--- src/rtl/sa_tile_writeback_if.sv ---
// Stream/BRAM/control bundle for the tile write-back engine.
// master drives control and SA rows; slave is the engine.
interface sa_tile_writeback_if #(
  parameter int DATA_W = 256,
  parameter int ADDR_W = 16,
  parameter int CNT_W  = 16
);
  logic              start;
  logic              abort;
  logic [ADDR_W-1:0] cfg_base;
  logic [ADDR_W-1:0] cfg_stride;
  logic [CNT_W-1:0]  cfg_rows;
  logic [CNT_W-1:0]  cfg_tiles;
  logic              in_valid;
  logic              in_ready;
  logic [DATA_W-1:0] in_data;
  logic              bram_we;
  logic [ADDR_W-1:0] bram_addr;
  logic [DATA_W-1:0] bram_din;
  logic              busy;
  logic              done;
  logic [CNT_W-1:0]  beat_count;
  logic              err_busy;

  modport master (
    output start, abort, cfg_base, cfg_stride, cfg_rows, cfg_tiles, in_valid, in_data,
    input  in_ready, bram_we, bram_addr, bram_din, busy, done, beat_count, err_busy
  );

  modport slave (
    input  start, abort, cfg_base, cfg_stride, cfg_rows, cfg_tiles, in_valid, in_data,
    output in_ready, bram_we, bram_addr, bram_din, busy, done, beat_count, err_busy
  );
endinterface

--- src/rtl/sa_tile_writeback.sv ---
// Writes SA output rows to BRAM at base + row*stride + tile using an adder-only walk.
// One-cycle registered write latency; done coincides with the final write.
module sa_tile_writeback #(
  parameter int DATA_W = 256,
  parameter int ADDR_W = 16,
  parameter int CNT_W  = 16
) (
  input  logic                 clk,
  input  logic                 rst_n,
  sa_tile_writeback_if.slave   s
);
  typedef enum logic [1:0] {IDLE, RUN, FLUSH} state_t;

  state_t            r_state;
  logic [ADDR_W-1:0] r_stride;
  logic [CNT_W-1:0]  r_rows_m1;
  logic [CNT_W-1:0]  r_tiles_m1;
  logic [CNT_W-1:0]  r_row;
  logic [CNT_W-1:0]  r_tile;
  logic [ADDR_W-1:0] r_row_ptr;
  logic [ADDR_W-1:0] r_tile_ptr;
  logic              r_ready;
  logic              r_busy;
  logic              r_done;
  logic              r_err;
  logic              r_we;
  logic [ADDR_W-1:0] r_addr;
  logic [DATA_W-1:0] r_din;
  logic [CNT_W-1:0]  r_beats;

  logic w_accept;
  logic w_last_row;
  logic w_last;
  logic w_zero_geom;

  assign w_accept    = s.in_valid && r_ready;
  assign w_last_row  = (r_row == r_rows_m1);
  assign w_last      = w_last_row && (r_tile == r_tiles_m1);
  assign w_zero_geom = (s.cfg_rows == '0) || (s.cfg_tiles == '0);

  always_ff @(posedge clk or negedge rst_n) begin
    if (!rst_n) begin
      r_state    <= IDLE;
      r_stride   <= '0;
      r_rows_m1  <= '0;
      r_tiles_m1 <= '0;
      r_row      <= '0;
      r_tile     <= '0;
      r_row_ptr  <= '0;
      r_tile_ptr <= '0;
      r_ready    <= 1'b0;
      r_busy     <= 1'b0;
      r_done     <= 1'b0;
      r_err      <= 1'b0;
      r_we       <= 1'b0;
      r_addr     <= '0;
      r_din      <= '0;
      r_beats    <= '0;
    end else begin
      r_we   <= w_accept;
      r_done <= 1'b0;
      r_err  <= 1'b0;

      // Beat (t,r) lands at base + r*stride + t: the tile pointer tracks base+t,
      // and each new tile restarts the row pointer one above the previous tile's base.
      if (w_accept) begin
        r_addr  <= r_row_ptr;
        r_din   <= s.in_data;
        r_beats <= r_beats + CNT_W'(1);
        if (w_last_row) begin
          r_row      <= '0;
          r_tile     <= r_tile + CNT_W'(1);
          r_tile_ptr <= r_tile_ptr + ADDR_W'(1);
          r_row_ptr  <= r_tile_ptr + ADDR_W'(1);
        end else begin
          r_row     <= r_row + CNT_W'(1);
          r_row_ptr <= r_row_ptr + r_stride;
        end
      end

      case (r_state)
        IDLE: begin
          if (s.start) begin
            r_stride   <= s.cfg_stride;
            r_rows_m1  <= s.cfg_rows - CNT_W'(1);
            r_tiles_m1 <= s.cfg_tiles - CNT_W'(1);
            r_row      <= '0;
            r_tile     <= '0;
            r_row_ptr  <= s.cfg_base;
            r_tile_ptr <= s.cfg_base;
            r_beats    <= '0;
            r_busy     <= 1'b1;
            if (w_zero_geom) begin
              r_state <= FLUSH;
              r_done  <= 1'b1;
            end else begin
              r_state <= RUN;
              r_ready <= 1'b1;
            end
          end
        end
        RUN: begin
          if (s.start) r_err <= 1'b1;
          if (s.abort) begin
            r_state <= IDLE;
            r_ready <= 1'b0;
            r_busy  <= 1'b0;
          end else if (w_accept && w_last) begin
            r_state <= FLUSH;
            r_ready <= 1'b0;
            r_done  <= 1'b1;
          end
        end
        FLUSH: begin
          if (s.start) r_err <= 1'b1;
          r_state <= IDLE;
          r_busy  <= 1'b0;
        end
        default: begin
          r_state <= IDLE;
          r_ready <= 1'b0;
          r_busy  <= 1'b0;
        end
      endcase
    end
  end

  assign s.in_ready   = r_ready;
  assign s.bram_we    = r_we;
  assign s.bram_addr  = r_addr;
  assign s.bram_din   = r_din;
  assign s.busy       = r_busy;
  assign s.done       = r_done;
  assign s.beat_count = r_beats;
  assign s.err_busy   = r_err;
endmodule

--- src/flat_wrapper.sv ---
// flat-port wrapper written by rule: the top's interface ports become plain ports
module sa_tile_writeback_flat 
#(
  parameter int DATA_W = 256,
  parameter int ADDR_W = 16,
  parameter int CNT_W  = 16
)
  (clk, rst_n, s_start, s_abort, s_cfg_base, s_cfg_stride, s_cfg_rows, s_cfg_tiles, s_in_valid, s_in_data, s_in_ready, s_bram_we, s_bram_addr, s_bram_din, s_busy, s_done, s_beat_count, s_err_busy);
  sa_tile_writeback_if #(.DATA_W(DATA_W), .ADDR_W(ADDR_W), .CNT_W(CNT_W)) s_i ();
  input  logic clk;
  input  logic rst_n;
  input wire logic [$bits(s_i.start)-1:0] s_start;
  input wire logic [$bits(s_i.abort)-1:0] s_abort;
  input wire logic [$bits(s_i.cfg_base)-1:0] s_cfg_base;
  input wire logic [$bits(s_i.cfg_stride)-1:0] s_cfg_stride;
  input wire logic [$bits(s_i.cfg_rows)-1:0] s_cfg_rows;
  input wire logic [$bits(s_i.cfg_tiles)-1:0] s_cfg_tiles;
  input wire logic [$bits(s_i.in_valid)-1:0] s_in_valid;
  input wire logic [$bits(s_i.in_data)-1:0] s_in_data;
  output wire logic [$bits(s_i.in_ready)-1:0] s_in_ready;
  output wire logic [$bits(s_i.bram_we)-1:0] s_bram_we;
  output wire logic [$bits(s_i.bram_addr)-1:0] s_bram_addr;
  output wire logic [$bits(s_i.bram_din)-1:0] s_bram_din;
  output wire logic [$bits(s_i.busy)-1:0] s_busy;
  output wire logic [$bits(s_i.done)-1:0] s_done;
  output wire logic [$bits(s_i.beat_count)-1:0] s_beat_count;
  output wire logic [$bits(s_i.err_busy)-1:0] s_err_busy;
  assign s_i.start = s_start;
  assign s_i.abort = s_abort;
  assign s_i.cfg_base = s_cfg_base;
  assign s_i.cfg_stride = s_cfg_stride;
  assign s_i.cfg_rows = s_cfg_rows;
  assign s_i.cfg_tiles = s_cfg_tiles;
  assign s_i.in_valid = s_in_valid;
  assign s_i.in_data = s_in_data;
  assign s_in_ready = s_i.in_ready;
  assign s_bram_we = s_i.bram_we;
  assign s_bram_addr = s_i.bram_addr;
  assign s_bram_din = s_i.bram_din;
  assign s_busy = s_i.busy;
  assign s_done = s_i.done;
  assign s_beat_count = s_i.beat_count;
  assign s_err_busy = s_i.err_busy;
  sa_tile_writeback #(.DATA_W(DATA_W), .ADDR_W(ADDR_W), .CNT_W(CNT_W)) u_core (.clk(clk), .rst_n(rst_n), .s(s_i));
endmodule
--- config.mk ---
export PLATFORM = sky130hd
export DESIGN_NAME = sa_tile_writeback_flat
export DESIGN_NICKNAME = d
export VERILOG_FILES = /design/src/rtl/sa_tile_writeback_if.sv /design/src/rtl/sa_tile_writeback.sv /design/src/flat_wrapper.sv
export SDC_FILE = /design/constraint.sdc
export NUM_CORES = 1
export LEC_CHECK = 0
export BUFFER_PORTS_ARGS = -buffer_cell sky130_fd_sc_hd__clkbuf_2
export CAP_MARGIN = 20
export CORE_AREA = 2 2 242 244
export DETAILED_ROUTE_END_ITERATION = 10
export DIE_AREA = 0 0 244 246
export PLACE_DENSITY_LB_ADDON = 0.1
export SYNTH_ARGS = -nofsm -noshare
export SYNTH_HDL_FRONTEND = slang
export SYNTH_SLANG_ARGS = --single-unit
--- constraint.sdc ---
create_clock -name clk -period 2.8 [get_ports clk]
set_input_delay 0.84 -clock clk [delete_from_list [all_inputs] [get_ports clk]]
set_output_delay 0.84 -clock clk [all_outputs]
set_load 0.005 [all_outputs]
==> impl_metrics.tcl <==
set metrics [dict create \
    status "complete, no violations" \
    rsz0062_at_grt "no" \
    gp_congestion 0.845 \
    cts-root-buf "clkbuf_16" \
    avgViaCountPerCell 4.57 \
    start_util 0.313 \
    comb_power_share 0.371 \
    grt_antenna_before_repair 4 \
    drive_gt1_frac 0.281 \
    ys_seq_area_frac 0.568 \
    grt-ovfl-total 0 \
    synth_cell_type_count 52 \
    synthTopCellsByArea "dfrtp_1 (57%), nand2_1 (20%), xnor2_1 (4.1%)" \
    largest_reg_flops 256 \
    fin_hold_ws_ns 0.258 \
    ys_warn_count 0 \
    fin_crit_sh 0.898 \
    drc_errors 0 \
    power.density_nw_per_um2 1070 \
    p_clk_frac 0.236 \
    crit_type "reg2reg" \
    postCtsSetupBuffers 0 \
    swShare 0.378 \
    pin_count 618 \
    portBuffers 617 \
    internal_power_w 0.0158 \
    cts_tree "built" \
    async_flop_share 1.00 \
    setup_violations 0 \
    grt-busiest-layer "met2" \
    area_delta_synth_final_pct 31.9 \
    vias 15700 \
    cts_buffers 48 \
    use_met2 0.330 \
    clock_path_buffers 3 \
    die_w_um 244 \
    syn_nets 2381 \
    synthTopCellsByCount "nand2_1 (950), dfrtp_1 (407), nor2_1 (98)" \
    grt_pass1_vias 15800 \
    yosysTopAreaCell "dfrtp_1" \
    peakVddDrop_uv 450 \
    end_kind "register" \
    routedWlPerCell_um 17.5 \
    cts_resized 0 \
    hold_violations 0 \
    grt_max_degree 133 \
    synth_seq_cells 407 \
    final_area_sq_um 23700 \
    max_freq_mhz 398 \
    postLayoutCoreUtil 0.413 \
    synth_most_common_cell "nand2_1" \
    nets 2994 \
    avgSynthCellArea_sq_um 8.84 \
    globalRouteMet1Util 0.253 \
    die_h_um 246 \
    holdBufCountCts 0 \
    p_sw_w 0.00957 \
    slew-limit-headroom 0.426 \
    dp_hpwl_mm 45.1 \
    cp_data_arrival_time_ns 2.98 \
    synth_edf_count 0 \
    dpl_cell_area_sq_um 22200 \
    hold_class "in2async" \
    cts.sinks 407 \
    n_fill_cell 5901 \
    h-tree-depth 2 \
    std_cell_rows 88 \
    netlist_instances 2029 \
    dieArea_sq_um 60000 \
    path_clk_slew_ns 0.06 \
    synth_top_cell_area_share 0.568 \
    grt_pass1_wl_mm 92.7 \
    cp_max_fo 3 \
    slew_violations 0 \
    ant_nets 0 \
    wl_mm 60.2 \
    clock_latency_ns 0.57 \
    cp.required_ns 3.26 \
    drv_cap 0 \
    track_usage 0.195 \
    drt-initial-drc-count 840 \
    fin_crit_ns 2.52 \
    grt_use_met3 0.0458 \
    p_total_w 0.0253 \
    start_kind "register" \
    core_area_sq_um 57400 \
    fin_setup_tns_ns 0 \
    seqPwrFrac 0.394 \
    drtPass1Iterations 5 \
    worst_slew_pin_slew_ns 0.861 \
    ys.flop_type "dfrtp_1" \
    clock_skew_ns 0.0135 \
    syn_area_sq_um 17900 \
    power_leakage_nw 12.6 \
]
cell type report:
class / instances / area [sq um] / share of cell area
Clock inverter: 8 / 46.3 / 0.00196
Clock buffer: 74 / 1450 / 0.0613
Inverter: 18 / 75.1 / 0.00317
Multi-Input combinational cell: 1506 / 7340 / 0.310
Tap cell: 765 / 957 / 0.0404
Antenna cell: 2 / 5.00 / 0.000211
Timing Repair Buffer: 661 / 3620 / 0.153
Sequential cell: 407 / 10200 / 0.430
path summary, 6_finish.rpt:
path                                               startpoint                                  to  slack [ns]  cells after the start
max                             u_core.r_row_ptr[0]$_DFF_PN0_      u_core.r_row_ptr[12]$_DFF_PN0_        0.28                      8
min                                                     rst_n    u_core.r_rows_m1[13]$_DFFE_PN0P_        0.26                      1
max reg2reg                     u_core.r_row_ptr[0]$_DFF_PN0_      u_core.r_row_ptr[12]$_DFF_PN0_        0.28                      8
min reg2reg                u_core.s.bram_din[196]$_DFFE_PN0P_  u_core.s.bram_din[196]$_DFFE_PN0P_        0.47                      2
max in group asynchronous                               rst_n   u_core.s.bram_din[97]$_DFFE_PN0P_        1.83                      2
min in group clk                               s_in_data[147]  u_core.s.bram_din[147]$_DFFE_PN0P_        0.46                      3
per-stage QoR:
step | instances | worst slack, ns
CTS | 3439 | 0.262
finish | 3441 | 0.284
global placement | 3357 | -0.160
global route | 3441 | 0.0878
floorplan | 2029 | 0.408
detailed placement | 3357 | -0.185
layer usage:
metal,vias up,share of wire
met1,7491,0.43
met5,-,0.00045
met4,4,0.020
met2,406,0.49
li1,7734,-
met3,79,0.061
cells in the final DEF, fill, tap and decap left out, types with 15 or more instances in the layout:
cell,n
nor4_1,15
nor3_1,20
nand4_1,20
buf_12,15
inv_1,17
nor2_1,98
nand3_1,30
o21ai_0,54
xor2_1,53
dfrtp_1,407
nand2_1,948
buf_4,29
xnor2_1,84
a21oi_1,43
clkbuf_16,49
ha_1,26
clkbuf_2,616
kinds of logic (layout without fill, tap and decap cells):
| kind of cell | Yosys count | after routing | synth area share |
|---|---|---|---|
| and+or+nand+nor | 1185 | 1185 | 0.269 |
| DFF | 407 | 407 | 0.568 |
| buffers and inverters | 116 | 761 | 0.0245 |
| adders and majority gates | 27 | 27 | 0.0192 |
| AOI/OAI and AO/OA | 157 | 157 | 0.0528 |
| xor gates and xnor gates | 137 | 137 | 0.0669 |
| other | 0 | 2 | 0 |
power groups by stage:
stage                     logic, W  registers (W)  clock network (W)
after global placement     0.00943        0.00999                  0
after detailed placement   0.00953         0.0101                  0
after floorplan            0.00513        0.00989                  0
after CTS                  0.00958        0.00999            0.00618
after global routing        0.0106         0.0103            0.00644
final                      0.00939        0.00997            0.00597
worst max-delay path, stage by stage (launching register included):
cell and delay, ns:
dfrtp_1 0.40, ha_1 0.24, fa_1 0.43, a211oi_1 0.35, o21ai_0 0.25, nand3b_1 0.22, a31oi_1 0.14, xnor2_1 0.16
o41ai_1 0.23
Power figures use the tool's default switching activity.
